==> src/rtl/apb_protocol_monitor.sv <==
// Passive APB bus monitor: follows IDLE/SETUP/ACCESS, flags protocol violations,
// counts completed reads/writes and keeps the last completed transfer.
module apb_protocol_monitor #(
  parameter int ADDR_W  = 8,
  parameter int DATA_W  = 8,
  parameter int NSEL    = 1,
  parameter int TIMEOUT = 16,
  parameter int CNT_W   = 8
) (
  input  logic              pclk,
  input  logic              prst,
  input  logic [NSEL-1:0]   psel,
  input  logic              pen,
  input  logic              pwrite,
  input  logic [ADDR_W-1:0] paddr,
  input  logic [DATA_W-1:0] pwdata,
  input  logic [DATA_W-1:0] prdata,
  input  logic              pready,
  input  logic              clr_err,
  output logic              xfer_done,
  output logic [ADDR_W-1:0] last_addr,
  output logic [DATA_W-1:0] last_data,
  output logic              last_write,
  output logic [CNT_W-1:0]  wr_cnt,
  output logic [CNT_W-1:0]  rd_cnt,
  output logic              err_pulse,
  output logic [2:0]        err_code,
  output logic [5:0]        err_sticky,
  output logic              busy
);
  localparam int WAIT_W = $clog2(TIMEOUT + 1);

  typedef enum logic [1:0] {IDLE, SETUP, ACCESS} state_t;

  state_t              state, state_nxt;
  logic [NSEL-1:0]     cap_sel;
  logic [ADDR_W-1:0]   cap_addr;
  logic                cap_write;
  logic [DATA_W-1:0]   cap_wdata;
  logic [WAIT_W-1:0]   wait_cnt, wait_nxt;
  logic [5:0]          err;
  logic [2:0]          code_nxt;
  logic                capture, done, multi_sel, unstable;

  // clearing the lowest set bit leaves something only if two or more were set
  assign multi_sel = |(psel & (psel - NSEL'(1)));
  assign unstable  = (psel != cap_sel) || (paddr != cap_addr) || (pwrite != cap_write) ||
                     (cap_write && (pwdata != cap_wdata));

  always_comb begin
    state_nxt = state;
    wait_nxt  = wait_cnt;
    err       = '0;
    capture   = 1'b0;
    done      = 1'b0;
    case (state)
      IDLE: begin
        if (pen)                       err[1] = 1'b1;
        else if (|psel && !multi_sel) begin
          capture   = 1'b1;
          state_nxt = SETUP;
        end
      end
      SETUP, ACCESS: begin
        state_nxt = IDLE;
        if (!(|psel))                  err[3] = 1'b1;
        else if (!pen) begin
          err[5] = 1'b1;
          // a late penable after SETUP still lets the transfer restart its setup
          if (state == SETUP) begin
            capture   = 1'b1;
            state_nxt = SETUP;
          end
        end
        else if (unstable)             err[2] = 1'b1;
        else if (pready)               done   = 1'b1;
        else begin
          wait_nxt = (state == SETUP) ? WAIT_W'(1) : wait_cnt + WAIT_W'(1);
          if (wait_nxt == WAIT_W'(TIMEOUT)) err[4] = 1'b1;
          else                              state_nxt = ACCESS;
        end
      end
      default: state_nxt = IDLE;
    endcase
    // a multi-select bus aborts whatever phase is in progress
    if (multi_sel) begin
      err[0]    = 1'b1;
      capture   = 1'b0;
      done      = 1'b0;
      state_nxt = IDLE;
    end
    code_nxt = err_code;
    for (int i = 5; i >= 0; i--)
      if (err[i]) code_nxt = 3'(i);
  end

  always_ff @(posedge pclk or posedge prst) begin
    if (prst) begin
      state      <= IDLE;
      wait_cnt   <= '0;
      cap_sel    <= '0;
      cap_addr   <= '0;
      cap_write  <= 1'b0;
      cap_wdata  <= '0;
      xfer_done  <= 1'b0;
      last_addr  <= '0;
      last_data  <= '0;
      last_write <= 1'b0;
      wr_cnt     <= '0;
      rd_cnt     <= '0;
      err_pulse  <= 1'b0;
      err_code   <= '0;
      err_sticky <= '0;
      busy       <= 1'b0;
    end else begin
      state      <= state_nxt;
      wait_cnt   <= wait_nxt;
      busy       <= (state_nxt != IDLE);
      xfer_done  <= done;
      err_pulse  <= |err;
      err_code   <= code_nxt;
      err_sticky <= (clr_err ? 6'b0 : err_sticky) | err;
      if (capture) begin
        cap_sel   <= psel;
        cap_addr  <= paddr;
        cap_write <= pwrite;
        cap_wdata <= pwdata;
      end
      if (done) begin
        last_addr  <= cap_addr;
        last_write <= cap_write;
        last_data  <= cap_write ? pwdata : prdata;
        if (cap_write && !(&wr_cnt))  wr_cnt <= wr_cnt + CNT_W'(1);
        if (!cap_write && !(&rd_cnt)) rd_cnt <= rd_cnt + CNT_W'(1);
      end
    end
  end
endmodule

==> config.mk <==
export PLATFORM = sky130hd
export DESIGN_NAME = apb_protocol_monitor
export DESIGN_NICKNAME = d
export VERILOG_FILES = /design/src/rtl/apb_protocol_monitor.sv
export SDC_FILE = /design/constraint.sdc
export NUM_CORES = 1
export LEC_CHECK = 0
export CORE_MARGIN = 4
export CORE_UTILIZATION = 50
export DETAILED_ROUTE_END_ITERATION = 6
export GPL_ROUTABILITY_DRIVEN = 0
export PLACE_DENSITY = 0.8
export SYNTH_ARGS = -nofsm -noshare
export SYNTH_HDL_FRONTEND = slang
export SYNTH_SLANG_ARGS = --single-unit
==> constraint.sdc <==
create_clock -name pclk -period 3.05 [get_ports pclk]
set_input_delay 0.305 -clock pclk [delete_from_list [all_inputs] [get_ports pclk]]
set_output_delay 0.305 -clock pclk [all_outputs]
set_load 0.05 [all_outputs]
==> impl_metrics.yaml, run 1 <==
detailed_routing:
  vias: 2409
  route.detailed.drc: 0
  postRouteAntennaNets: 0
  firstDrtPassIters: 4
  wl_per_cell_um: 14.6
  viasPerCell: 5.20
  initialDrtViolationCount: 112
  wl_mm: 6.75
floorplan:
  std_cell_rows: 29
  die-area_mm2: 0.00794
  core_area_mm2: 0.00639
  io_pins: 76
  start_util: 0.515
  die_h_um: 89.1
  die_w_um: 89.1
critical_path:
  path_cells: "clkdlybuf4s50_1, xnor2_1, nand3_1, o32a_1, or3_1, buf_4, nor3_1, xor2_1"
  r2r_cells: 7
  required_ns: 3.31
  cp_top_family: "simple AND/OR/NAND/NOR gates"
  max_stage_delay_ns: 0.52
  path_buf_inv: 2
  critical_path_arrival_ns: 2.61
  cp-start-kind: "input pin"
  rrSetupSlack_ns: 0.73
  worstPathMaxFanout: 19
  path_class: "input pin to flip-flop"
  cp_num_cells: 8
  r2r_start: "cap_addr[2]"
  slowest_stage: "clkdlybuf4s50_1"
  end_kind: "flip-flop"
  regToRegEndpoint: "rd_cnt[4]"
logic_synthesis:
  synth_cells: 296
  yosysTopAreaCell: "dfrtp_1"
  synth_ff_type: "dfrtp_1"
  seq_area_frac_synth: 0.533
  synth.avg_cell_area_um2: 11.1
  async_flop_share: 1.00
  netlist_area_mm2: 0.00329
  yosysMostFrequentCell: "dfrtp_1"
  ys_top_cells_by_area: "dfrtp_1, mux2_2, nand2_1, xnor2_1, xor2_1"
  ys_ff_latch: 70
  netlist_top_cells_count: "dfrtp_1, nand2_1, xnor2_1, mux2_2, xor2_1"
  synth_top_area_frac: 0.533
  yosys_warnings: 0
  synth_cell_types: 42
  synth_edf_count: 0
  syn-num-nets: 333
pwr:
  total_leakage_power_nw: 2.01
  p_per_area_mw_per_mm2: 661
  irDropWorstVdd_mv: 0.427
cells_and_area:
  antennaDiodeCount: 0
  area_growth_pct: 32.7
  drive_gt1_frac: 0.130
  multi_input_area_mm2: 0.00146
  ff_latch_area_mm2: 0.00175
  final_nets: 419
  fill_cells: 475
sta:
  clock.fmax_mhz: 426
  setup_tns_ns: 0
  fin_skew_ns: 0.00911
  min_period_ns: 2.35
  final-setup-viol-count: 0
  maxSlewHeadroom: 0.431
  drv_slew: 0
  hold_ws_ns: 0.467
  finalCritPeriodShare: 0.770
  rsz0062_at_grt: "no"
  hold_viol_final: 0
  worstMarginPinSlew_ns: 0.854
clock_network:
  cts_resized: 0
  numCtsBuffers: 9
  cts_buffer_depth: 2
  path_clk_slew_ns: 0.07
  cts_hold_buf: 0
  cts_tree: "done"
  insertion_delay_ns: 0.34
  cts_sinks: 70
  htreeDepth: 3
  root_buffer: "clkbuf_8"
  cts_setup_buffers: 0
grt:
  grt_overflow: 0
  grt_start_max_net_pins: 71
  antenna_found_initial: 0
  grt_usage: 0.186
  grt_pass1_vias: 2398
  grt_first_pass_wirelength_mm: 11.2
placement:
  portBuffers: 75
  hpwl_mm: 4.96
min_path:
  min_delay_path_depth: 2
  min_to: "last_addr[7]"
  hp-start: "last_addr[7]"
  hold_path_class: "flip-flop to flip-flop"
outcome:
  status: "complete, no violations"
run:
  drv_cap: 0
==> how the worst max path moves through the flow <==
stage	start	endpoint
final	pwdata[0]	rd_cnt[4]
after global routing	state[1]	err_code[1]
after CTS	cap_addr[2]	rd_cnt[4]
after detailed placement	paddr[5]	rd_cnt[4]
after global placement	psel	rd_cnt[4]
after floorplan	cap_addr[2]	rd_cnt[1]
==> routing by layer <==
metal / routed length (um) / vias up / GRT usage
li1: - / 1179 / -
met1: 2910 / 1144 / 0.238
met2: 3280 / 77 / 0.303
met3: 428 / 9 / 0.0424
met4: 129 / 0 / 0.0798
met5: 0 / - / 0
==> flip-flops by register name (all words and copies together) (netlist names), 3 cells and up <==
| name | count |
|---|---|
| wr_cnt | 8 |
| wait_cnt | 5 |
| err_code | 3 |
| last_addr | 8 |
| rd_cnt | 8 |
| cap_wdata | 8 |
| last_data | 8 |
| err_sticky | 6 |
| cap_addr | 8 |
==> tightest hold or removal path: cells and delay by family, from the launching register on <==
family	cells	cell delay, ns
DFF	1	0.34
and+or+nand+nor	2	0.10
==> stage by stage <==
step	power, mW	cell area (um2)	utilization	setup slack [ns]	cells
2_1_floorplan	1.85	3290	-	0.851	296
3_3_place_gp	2.08	4150	0.650	0.398	448
3_5_place_dp	2.11	4150	0.650	0.360	448
4_1_cts	2.92	4370	0.684	0.700	463
5_1_grt	3.05	4370	0.684	0.478	463
6_report	2.89	4370	0.684	0.702	463
==> cells in the final DEF (no fill, tap or decap), types with 7 or more instances in the layout <==
cell             count
clkdlybuf4s50_1     75
dfrtp_1             70
nand2_1             48
xnor2_1             19
mux2_2              17
xor2_1              14
o21ai_0             13
nor2_1              13
mux2i_1             10
inv_1               10
clkbuf_8             9
nand4_1              8
nand3_1              7
and3_1               7
buf_4                7
==> where the power goes <==
group	internal (mW)	total [mW]	leakage, nW	switching (mW)
Clock	0.456	0.800	0.109	0.344
Combinational	0.393	0.878	0.995	0.485
Sequential	1.09	1.21	0.906	0.115
Total	1.94	2.89	2.01	0.943
==> area by class of cell <==
type,count,area share
multi-input cells,208,0.335
repair buffers,82,0.184
inverters,11,0.00946
clock inverters,6,0.0201
well taps,77,0.0221
flip-flops and latches,70,0.401
clock buffers,9,0.0284
==> cell families (layout without fill, tap and decap cells) <==
kind of cell,count (synthesis),after routing,synth area share
and+or+nand+nor,110,110,0.181
DFF,70,70,0.533
xor gates and xnor gates,33,33,0.0879
AOI/OAI and AO/OA,30,30,0.0563
muxes,29,29,0.0966
buffers and inverters,18,108,0.0232
adders and majority gates,6,6,0.0228
No activity file was read; power rests on OpenSTA's default activity.
==> inputs of run 2 (changes only) <==
Settings changed: CORE_UTILIZATION 50 to 45, PLACE_DENSITY 0.8 to 0.76.
Clock period 3.05 ns to 2 ns, I/O delays scaled along.
==> impl_metrics.yaml, run 2 (synthesis results as in run 1) <==
outcome:
  status: "complete, but fails checks"
  violations: "setup timing"
critical_path:
  required_ns: 2.26
  regToRegEndpoint: "wait_cnt[1]"
  end_kind: "flip-flop"
  worstPathMaxFanout: 8
  path_class: "flip-flop to flip-flop"
  cp-start-kind: "flip-flop"
  rrSetupSlack_ns: -0.08
  r2r_cells: 9
  critical_path_arrival_ns: 2.34
  r2r_start: "cap_addr[2]"
grt:
  grt_overflow: 0
  antenna_found_initial: 0
  grt_first_pass_wirelength_mm: 12.5
  grt_usage: 0.181
  grt_pass1_vias: 2720
  grt_start_max_net_pins: 71
floorplan:
  die-area_mm2: 0.00874
  std_cell_rows: 30
  start_util: 0.474
  io_pins: 76
  die_h_um: 93.5
  die_w_um: 93.5
  core_area_mm2: 0.00694
detailed_routing:
  wl_mm: 7.88
  initialDrtViolationCount: 94
  viasPerCell: 5.08
  firstDrtPassIters: 4
  vias: 2694
  wl_per_cell_um: 14.9
  postRouteAntennaNets: 0
  route.detailed.drc: 0
pwr:
  total_leakage_power_nw: 2.25
  p_per_area_mw_per_mm2: 912
  irDropWorstVdd_mv: 0.583
  total_power_mw: 4.48
min_path:
  hold_path_class: "input pin to async pin"
cells_and_area:
  final_common_cell: "clkdlybuf4s50_1"
  area_growth_pct: 49.4
  final_nets: 466
  drive_gt1_frac: 0.279
  fill_cells: 496
  final_cell_mix: "clkdlybuf4s50_1, dfrtp_1, buf_4, nand2_1, xnor2_1"
  ff_latch_area_mm2: 0.00175
  multi_input_area_mm2: 0.00161
  antennaDiodeCount: 0
clock_network:
  path_clk_slew_ns: 0.08
  numCtsBuffers: 9
  cts_sinks: 70
  htreeDepth: 3
  root_buffer: "clkbuf_8"
  cts_tree: "done"
  cts_buffer_depth: 2
  insertion_delay_ns: 0.34
placement:
  hpwl_mm: 5.49
  post-place-ws_ns: -0.368
  portBuffers: 75
run:
  drv_cap: 0
sta:
  finalCritPeriodShare: 1.04
  setup_tns_ns: -0.238
  min_period_ns: 2.08
  clock.fmax_mhz: 481
  worstMarginPinSlew_ns: 0.541
  layout_setup_ws_ns: -0.0810
  fin_skew_ns: 0.00759
  final-setup-viol-count: 6
  rsz0062_at_grt: "yes"
  hold_viol_final: 0
  drv_slew: 0
  maxSlewHeadroom: 0.638
==> run 2: cell type report <==
cell class	count	area share
Multi-Input combinational cell	208	0.327
Clock buffer	12	0.0295
Sequential cell	70	0.356
Tap cell	96	0.0244
Timing Repair Buffer	129	0.249
Clock inverter	4	0.00458
Inverter	11	0.00840
==> run 2: worst max path at each step <==
stage / startpoint / end / cells past startpoint
6_report: cap_addr[2] / wait_cnt[1] / 9
5_1_grt: cap_addr[2] / wait_cnt[1] / 9
4_1_cts: cap_addr[0] / wait_cnt[2] / 8
3_5_place_dp: pwdata[2] / wr_cnt[1] / 8
3_3_place_gp: paddr[0] / wait_cnt[2] / 9
2_1_floorplan: cap_addr[0] / rd_cnt[1] / 7
==> run 2: metrics by stage <==
step	utilization	hold WS, ns	instances	cell area (um2)
2_1_floorplan	-	0.266	296	3340
5_1_grt	0.708	0.288	530	4920
3_5_place_dp	0.650	0.458	503	4520
6_report	0.708	0.236	530	4920
4_1_cts	0.686	0.275	526	4770
3_3_place_gp	0.650	0.453	503	4520
==> run 2: power breakdown <==
| part | internal, mW | total (mW) | switching (mW) |
|---|---|---|---|
| combinational | 0.824 | 1.66 | 0.834 |
| clock | 0.478 | 0.992 | 0.514 |
| sequential | 1.67 | 1.84 | 0.167 |
==> run 2: timing repair <==
action,CTS,global route
resized for setup,8,30
gates cloned,0,1
setup endpoints to repair,16,42
hold buffers,0,0
setup buffers,7,3
pin swaps,10,10
==> run 2: layer usage <==
layer,track usage,wire length (um),vias to the layer above,part of all wire
li1,-,-,1279,-
met1,0.227,3310,1330,0.42
met2,0.300,3990,69,0.51
met3,0.0459,418,16,0.053
met4,0.0708,162,0,0.021
met5,0,0,-,0
==> run 2: critical path: stages (launching register included) <==
cell	delay (ns)
dfrtp_1	0.40
xor2_1	0.18
nor4_2	0.34
nand4_4	0.17
buf_6	0.16
nor4_4	0.25
buf_6	0.17
buf_4	0.12
nand3b_1	0.10
o21ai_1	0.11
==> inputs of run 3 (changes only) <==
Settings changed: ABC_AREA set to 0, HOLD_SLACK_MARGIN set to 0.03.
==> results of run 3 <==
Final layout, timing and power as in run 2 (identical DEF).
